$ cat config.mk
export PLATFORM = sky130hd
export DESIGN_NAME = rs_syndrome_sequencer
export DESIGN_NICKNAME = d
export VERILOG_FILES = /design/src/rtl/rs_syndrome_sequencer.sv
export SDC_FILE = /design/constraint.sdc
export NUM_CORES = 1
export LEC_CHECK = 0
export ABC_AREA = 1
export CAP_MARGIN = 20
export CORE_UTILIZATION = 47
export DETAILED_ROUTE_END_ITERATION = 6
export PLACE_DENSITY = 0.67
export SYNTH_ARGS = -nofsm -noshare
export SYNTH_HDL_FRONTEND = slang
export SYNTH_SLANG_ARGS = --single-unit
$ cat constraint.sdc
create_clock -name clk -period 2.8 [get_ports clk]
set_clock_uncertainty 0.2 [all_clocks]
set_input_delay 0.56 -clock clk [delete_from_list [all_inputs] [get_ports clk]]
set_output_delay 0.56 -clock clk [all_outputs]
set_load 0.02 [all_outputs]
$ cat src/rtl/rs_syndrome_sequencer.sv
// RS(N,K) syndrome sequencer over GF(8): one shared GF multiply-accumulate evaluates
// every syndrome of a captured codeword by Horner's rule, highest symbol first.
module rs_syndrome_sequencer #(
  parameter int N          = 7,
  parameter int NUM_SYND   = 4,
  parameter int FIRST_ROOT = 1
) (
  input  logic                    clk,
  input  logic                    reset,
  input  logic                    start,
  input  logic [3*N-1:0]          codeword,
  output logic                    busy,
  output logic                    done,
  output logic [3*NUM_SYND-1:0]   syndromes,
  output logic                    error_flag
);

  // state | meaning
  // IDLE  | waiting for start; codeword captured on start
  // CALC  | one Horner step per cycle, syndromes filled in order S0..S(NUM_SYND-1)
  // DONE  | single-cycle done pulse, error_flag valid, then back to IDLE
  typedef enum logic [1:0] {IDLE, CALC, DONE} state_t;

  localparam int SYM_W  = $clog2(N);
  localparam int SYND_W = $clog2(NUM_SYND) + 1;
  localparam logic [SYM_W-1:0]  SYM_LAST  = SYM_W'(N - 1);
  localparam logic [SYND_W-1:0] SYND_LAST = SYND_W'(NUM_SYND - 1);

  // Polynomial basis, x^3 = x + 1.
  function automatic logic [2:0] gf_mul(input logic [2:0] a, input logic [2:0] b);
    logic [2:0] p;
    logic [2:0] t;
    p = 3'b000;
    t = a;
    for (int i = 0; i < 3; i++) begin
      if (b[i]) p = p ^ t;
      t = {t[1:0], 1'b0} ^ {1'b0, t[2], t[2]};
    end
    return p;
  endfunction

  function automatic logic [2:0] alpha_pow(input int e);
    logic [2:0] r;
    case (e)
      0:       r = 3'b001;
      1:       r = 3'b010;
      2:       r = 3'b100;
      3:       r = 3'b011;
      4:       r = 3'b110;
      5:       r = 3'b111;
      6:       r = 3'b101;
      default: r = 3'b001;
    endcase
    return r;
  endfunction

  state_t              state;
  logic [3*N-1:0]      cw_q;
  logic [SYM_W-1:0]    sym_idx;
  logic [SYND_W-1:0]   synd_idx;
  logic [2:0]          acc;

  logic [2:0]          root;
  logic [2:0]          sym_cur;
  logic [2:0]          step;
  logic [3*NUM_SYND-1:0] synd_next;

  always_comb begin
    root    = 3'b001;
    sym_cur = 3'b000;
    for (int j = 0; j < NUM_SYND; j++)
      if (synd_idx == SYND_W'(j)) root = alpha_pow((FIRST_ROOT + j) % 7);
    for (int i = 0; i < N; i++)
      if (sym_idx == SYM_W'(i)) sym_cur = cw_q[3*i +: 3];
    step      = gf_mul(acc, root) ^ sym_cur;
    synd_next = syndromes;
    if (sym_idx == '0) begin
      for (int j = 0; j < NUM_SYND; j++)
        if (synd_idx == SYND_W'(j)) synd_next[3*j +: 3] = step;
    end
  end

  always_ff @(posedge clk or negedge reset) begin
    if (!reset) begin
      state      <= IDLE;
      cw_q       <= '0;
      sym_idx    <= '0;
      synd_idx   <= '0;
      acc        <= 3'b000;
      busy       <= 1'b0;
      done       <= 1'b0;
      syndromes  <= '0;
      error_flag <= 1'b0;
    end else begin
      done <= 1'b0;
      case (state)
        IDLE: begin
          if (start) begin
            cw_q     <= codeword;
            sym_idx  <= SYM_LAST;
            synd_idx <= '0;
            acc      <= 3'b000;
            busy     <= 1'b1;
            state    <= CALC;
          end
        end
        CALC: begin
          syndromes <= synd_next;
          if (sym_idx != '0) begin
            sym_idx <= sym_idx - 1'b1;
            acc     <= step;
          end else begin
            acc     <= 3'b000;
            sym_idx <= SYM_LAST;
            if (synd_idx == SYND_LAST) begin
              // error_flag taken from the final vector so it is valid together with done
              error_flag <= |synd_next;
              done       <= 1'b1;
              state      <= DONE;
            end else begin
              synd_idx <= synd_idx + 1'b1;
            end
          end
        end
        DONE: begin
          busy  <= 1'b0;
          state <= IDLE;
        end
        default: state <= IDLE;
      endcase
    end
  end

endmodule

Yosys cells after proc, flatten, opt, wreduce, memory -nomap -nowiden
Index checks and enable logic that the tools add are counted.
{"block": "totals", "register_bits": 47, "input_bits": 24}
{"block": "classes", "n_addsub": 2, "bitwise_logic": 6, "mux": 37, "reduce_logical": 13, "n_eq_ne": 15}
{"op": "3-bit 2-to-1 mux", "n": 23}
{"op": "3-bit one-hot mux with 2 select lines", "n": 3}
{"op": "3-bit by 2-bit equality test with 1-bit output (second input constant)", "n": 4}
{"op": "12-bit 2-to-1 mux", "n": 1}
{"op": "12-bit OR reduction", "n": 1}
{"op": "3-bit equality test (second input constant)", "n": 3}
{"op": "3-bit bitwise XOR", "n": 3}
{"op": "2-bit 2-to-1 mux", "n": 4}
{"op": "2-bit inequality test (second input constant)", "n": 4}
{"op": "3-bit by 1-bit equality test with 1-bit output (second input constant)", "n": 2}
{"op": "3-bit logical NOT", "n": 2}
{"op": "2-bit AND reduction", "n": 3}
{"op": "3-bit AND reduction", "n": 2}
{"op": "3-bit by 2-bit bitwise XOR with 3-bit output", "n": 2}
{"op": "1-bit 2-to-1 mux", "n": 4}
{"op": "2-bit one-hot mux with 2 select lines", "n": 1}
{"op": "4-bit AND reduction", "n": 1}
{"op": "2-bit nonzero test", "n": 2}
{"op": "3-bit by 1-bit adder with 3-bit output (second input constant)", "n": 1}
{"op": "3-bit nonzero test", "n": 1}
{"op": "3-bit by 1-bit subtractor with 3-bit output (second input constant)", "n": 1}
{"op": "2-bit by 1-bit equality test with 1-bit output (second input constant)", "n": 1}
{"op": "2-bit equality test (second input constant)", "n": 1}
{"op": "2-bit logical NOT", "n": 1}
{"op": "other kinds (2)", "n": 2}

Longest topological paths before layout
{"block": "logic_depth", "word_depth": 14, "mapped_depth": 19, "ltp_nobuf": 19}

Worst setup path after synthesis
OpenSTA, ideal clock, no wires.
{"block": "synth_timing", "kind": "register to register", "start": "reg synd_idx[0]", "end": "reg error_flag", "t_arrival_ns": 1.859, "path_slack_ns": 0.628, "path_stages_with_launch": 19, "setup_time_ns": 0.113, "required_ns": 2.487, "n_path_buf": 0, "period_less_slack_ns": 2.172, "path_cell_list": "dfrtp_1 -> ha_1 -> ha_1 -> inv_2 -> nand2_1 -> nor2_2 -> nor2_1 -> inv_1 -> nand2_1 -> nand2_1 -> inv_1 -> nand2_1 -> nand3_1 -> nand2_1 -> nand2_1 -> nor2_1 -> nand3_1 -> nand2_1 -> inv_1"}
{"block": "synth_between", "elab_chain_len": 14, "elab_cells_between_ends": 21}
{"item": "from (decl)", "line": "60", "rtl": "logic [SYND_W-1:0] synd_idx;"}
{"item": "from (signal assigned)", "line": "121", "rtl": "synd_idx <= synd_idx + 1'b1;"}
{"item": "3-bit logical NOT", "line": "72, 79"}
{"item": "2-bit 2-to-1 mux", "line": "72", "rtl": "if (synd_idx == SYND_W'(j)) root = alpha_pow((FIRST_ROOT + j) % 7);"}
{"item": "3-bit 2-to-1 mux (3 in a row)", "line": "72"}
{"item": "3-bit 2-to-1 mux", "line": "36", "rtl": "if (b[i]) p = p ^ t;"}
{"item": "3-bit bitwise XOR", "line": "36"}
{"item": "3-bit 2-to-1 mux", "line": "36"}
{"item": "3-bit bitwise XOR", "line": "36"}
{"item": "3-bit 2-to-1 mux", "line": "36"}
{"item": "3-bit bitwise XOR", "line": "75", "rtl": "step = gf_mul(acc, root) ^ sym_cur;"}
{"item": "3-bit 2-to-1 mux", "line": "79", "rtl": "if (synd_idx == SYND_W'(j)) synd_next[3*j +: 3] = step;"}
{"item": "12-bit 2-to-1 mux", "line": "77", "rtl": "if (sym_idx == '0) begin"}
{"item": "12-bit OR reduction", "line": "117", "rtl": "error_flag <= |synd_next;"}
{"item": "to (signal assigned)", "line": "117"}
{"item": "to (decl)", "line": "15", "rtl": "output logic error_flag"}
Parallel ways exist; a longest one is shown, timed or not.
A chain may end at the register's enable or synchronous reset.

Worst setup path in the final report
Same ends and word-level chain as after synthesis.

==> flow_summary.ini <==
[outcome]
outcome = finished, final reports clean

[synth]
synth_edf_count = 0
syn_nets = 363
async_flop_share = 1.00
synth_area_leaders = dfrtp_1 43%, nand2_1 11%, mux2_2 7.9%, nand3_1 7.2%, inv_1 5.3%
synth_top_area_share = 0.434
ys_ff_latch = 47
ys_warn_count = 0
syn_inst = 329
synth_area_um2 = 2710
seq_area_frac_synth = 0.434
avgSynthCellArea_um2 = 8.23
synth.distinct_cells = 30
synth_most_common_cell = nand2_1
synth_common_cells = 82 x nand2_1, 47 x dfrtp_1, 39 x nand3_1
synth_top_area_cell = dfrtp_1
synth_top_flop_cell = dfrtp_1

[pwr]
p_total_mw = 3.62
p_leak_nw = 1.66
powerDensity_nw_per_um2 = 1090
ir_drop_v = 0.000449

[timing]
drv_slew = 0
grt_setup_unrepaired = false
finalHoldViolations = 0
setup_viol = 0
timing.final.crit_share = 0.884
tns_ps = 0
finalCriticalPeriod_ps = 2480
worst_slew_pin_slew_ps = 492
fmax_mhz = 404
max_slew_margin = 0.672

[route]
viasPerCell = 5.05
drt_iter0_drc = 136
ant_nets = 0
firstDrtPassIters = 4
wl_per_cell_um = 13.3
drc = 0
finalWirelength_um = 5940
vias = 2258

[worst_setup_path]
crit_chain = ha_1, ha_1, inv_2, nand2_1, nor2_2, nor2_1, inv_1, nand2_1, nand2_1, inv_1, nand2_1, nand3_1, nand2_1, nand2_1, nor2_1, nand3_1, nand2_1, inv_1
critPathKind = reg -> reg
start_kind = flop
crit_path_max_fanout = 6
cp_common_cell = nand2_1
cp.arrival_ps = 2480
endpoint_kind = flop
rr_worst_depth = 18
reg2reg_slack_ps = 320
critPathTopFamily = simple AND/OR/NAND/NOR gates
critPathBufInv = 4
cp_slowest_stage_delay_ps = 430
crit_slowest_cell = dfrtp_1
r2r_end = error_flag$_DFFE_PN0P_
crit_required_ps = 2800
crit-reg2reg-launch = synd_idx[0]$_DFFE_PN0P_

[placement]
gp_congestion = 0.836
dp_hpwl_um = 4700
placed_cells = 438
place_area_um2 = 3190
io_buffers = 38

[final_layout]
post-route-util = 0.602
stdcell_count = 447
final_cell_area_um2 = 3340
drive_gt1_frac = 0.181
fin_nets = 408
area_growth_pct = 23.2
antennaDiodeCount = 0

[global_route]
grt_pass1_wl_um = 10300
grt_antenna_before_repair = 0
track_usage = 0.220
grt_max_degree = 23
grt_pass1_vias = 2294
grt.overflow.total = 0

[clock_network]
cts.repair.resized = 0
clock-sinks = 47
cts_max_level = 2
post_cts_buffers = 0
clock_latency_ps = 300
numCtsBuffers = 5
cts_root_buffer = clkbuf_8
clockBufferDepth = 2
cts_tree = built
hold_buffers = 1
path_clk_slew_ps = 90

[job]
maxCapViolCount = 0

[floorplanning]
die_area_um2 = 6070
die-width_um = 77.9
rows = 27
coreArea_um2 = 5540
die_y_um = 77.9
io_pins = 39
start_util = 0.489

[min_path]
hp-class = reg -> reg
min_from = busy$_DFFE_PN0P_
worstHoldPathCells = 2
whs_endpoint = busy$_DFFE_PN0P_
[flip-flops by register name, indices dropped and copies added (netlist names)]
| name | flops |
|---|---|
| syndromes | 12 |
| cw_q | 21 |
| sym_idx | 3 |
| synd_idx | 3 |
| busy | 1 |
| acc | 3 |
| error_flag | 1 |
| state | 2 |
| done | 1 |
[worst max path at each step]
stage	startpoint	end	slack, ps	depth (start not counted)
floorplan	synd_idx[0]$_DFFE_PN0P_	error_flag$_DFFE_PN0P_	630	18
global placement	synd_idx[0]$_DFFE_PN0P_	error_flag$_DFFE_PN0P_	360	18
detailed placement	synd_idx[0]$_DFFE_PN0P_	error_flag$_DFFE_PN0P_	330	18
CTS	synd_idx[0]$_DFFE_PN0P_	error_flag$_DFFE_PN0P_	320	18
global route	synd_idx[0]$_DFFE_PN0P_	error_flag$_DFFE_PN0P_	90	18
finish	synd_idx[0]$_DFFE_PN0P_	error_flag$_DFFE_PN0P_	320	18
[placed cells by master (no fill, tap or decap), types with 2 or more instances in the layout]
master           netlist  final
ha_1                  10     10
nand3_1               39     39
a21oi_1                4      4
nor2_2                 4      4
nand3_2                2      2
dfrtp_1               47     47
nand2_2                9      9
clkdlybuf4s50_1        0     37
nand2_1               82     82
o21ai_0               17     17
xor2_1                 2      2
inv_1                 38     38
buf_4                  1      4
nor2_1                21     21
nand2_4                2      2
mux2_2                19     19
o21ai_1                2      2
clkbuf_8               0      5
inv_2                  5      5
bufinv_16              0      2
or2_2                 10     10
[power by group]
part | total (mW) | switching, mW | internal [mW]
Clock | 0.595 | 0.239 | 0.356
Combinational | 1.90 | 1.13 | 0.762
Sequential | 1.13 | 0.205 | 0.925
[worst reg2reg max path, cell delays in order (launching register included)]
cell and delay [ps]:
dfrtp_1 430, ha_1 210, ha_1 200, inv_2 110, nand2_1 70, nor2_2 140
nor2_1 80, inv_1 50, nand2_1 40, nand2_1 80, inv_1 40, nand2_1 140
nand3_1 90, nand2_1 80, nand2_1 50, nor2_1 140, nand3_1 100, nand2_1 60
inv_1 30
[area by class of cell]
cell class | instances | area, µm²
sequential | 47 | 1180
fill | 526 | 2200
multi-input combinational | 232 | 1330
clock inverter | 3 | 67.6
inverter | 44 | 173
clock buffer | 5 | 68.8
tap | 72 | 90.1
timing repair buffer | 44 | 435
[kinds of logic (layout without fill, tap and decap cells)]
group / after synthesis / in the layout / synth area share
mux: 19 / 19 / 0.0790
xor+xnor: 3 / 3 / 0.00970
flops: 47 / 47 / 0.434
buf+inv: 50 / 96 / 0.0762
simple gates: 172 / 172 / 0.298
fa+ha+maj: 10 / 10 / 0.0462
compound gates: 28 / 28 / 0.0568
[per-layer routing]
layer	wire, µm	up-vias	track usage
li1	-	1132	-
met1	2750	1052	0.273
met2	2800	61	0.380
met3	275	13	0.0459
met4	121	0	0.0704
met5	0	-	0
[stage by stage]
| step | hold slack [ps] | setup slack (ps) |
|---|---|---|
| 2_1_floorplan | 64.4 | 628 |
| 3_3_place_gp | 258 | 358 |
| 3_5_place_dp | 266 | 326 |
| 4_1_cts | 287 | 323 |
| 5_1_grt | 309 | 86.1 |
| 6_report | 281 | 324 |
Note: power is estimated with default switching activity, not from simulation.
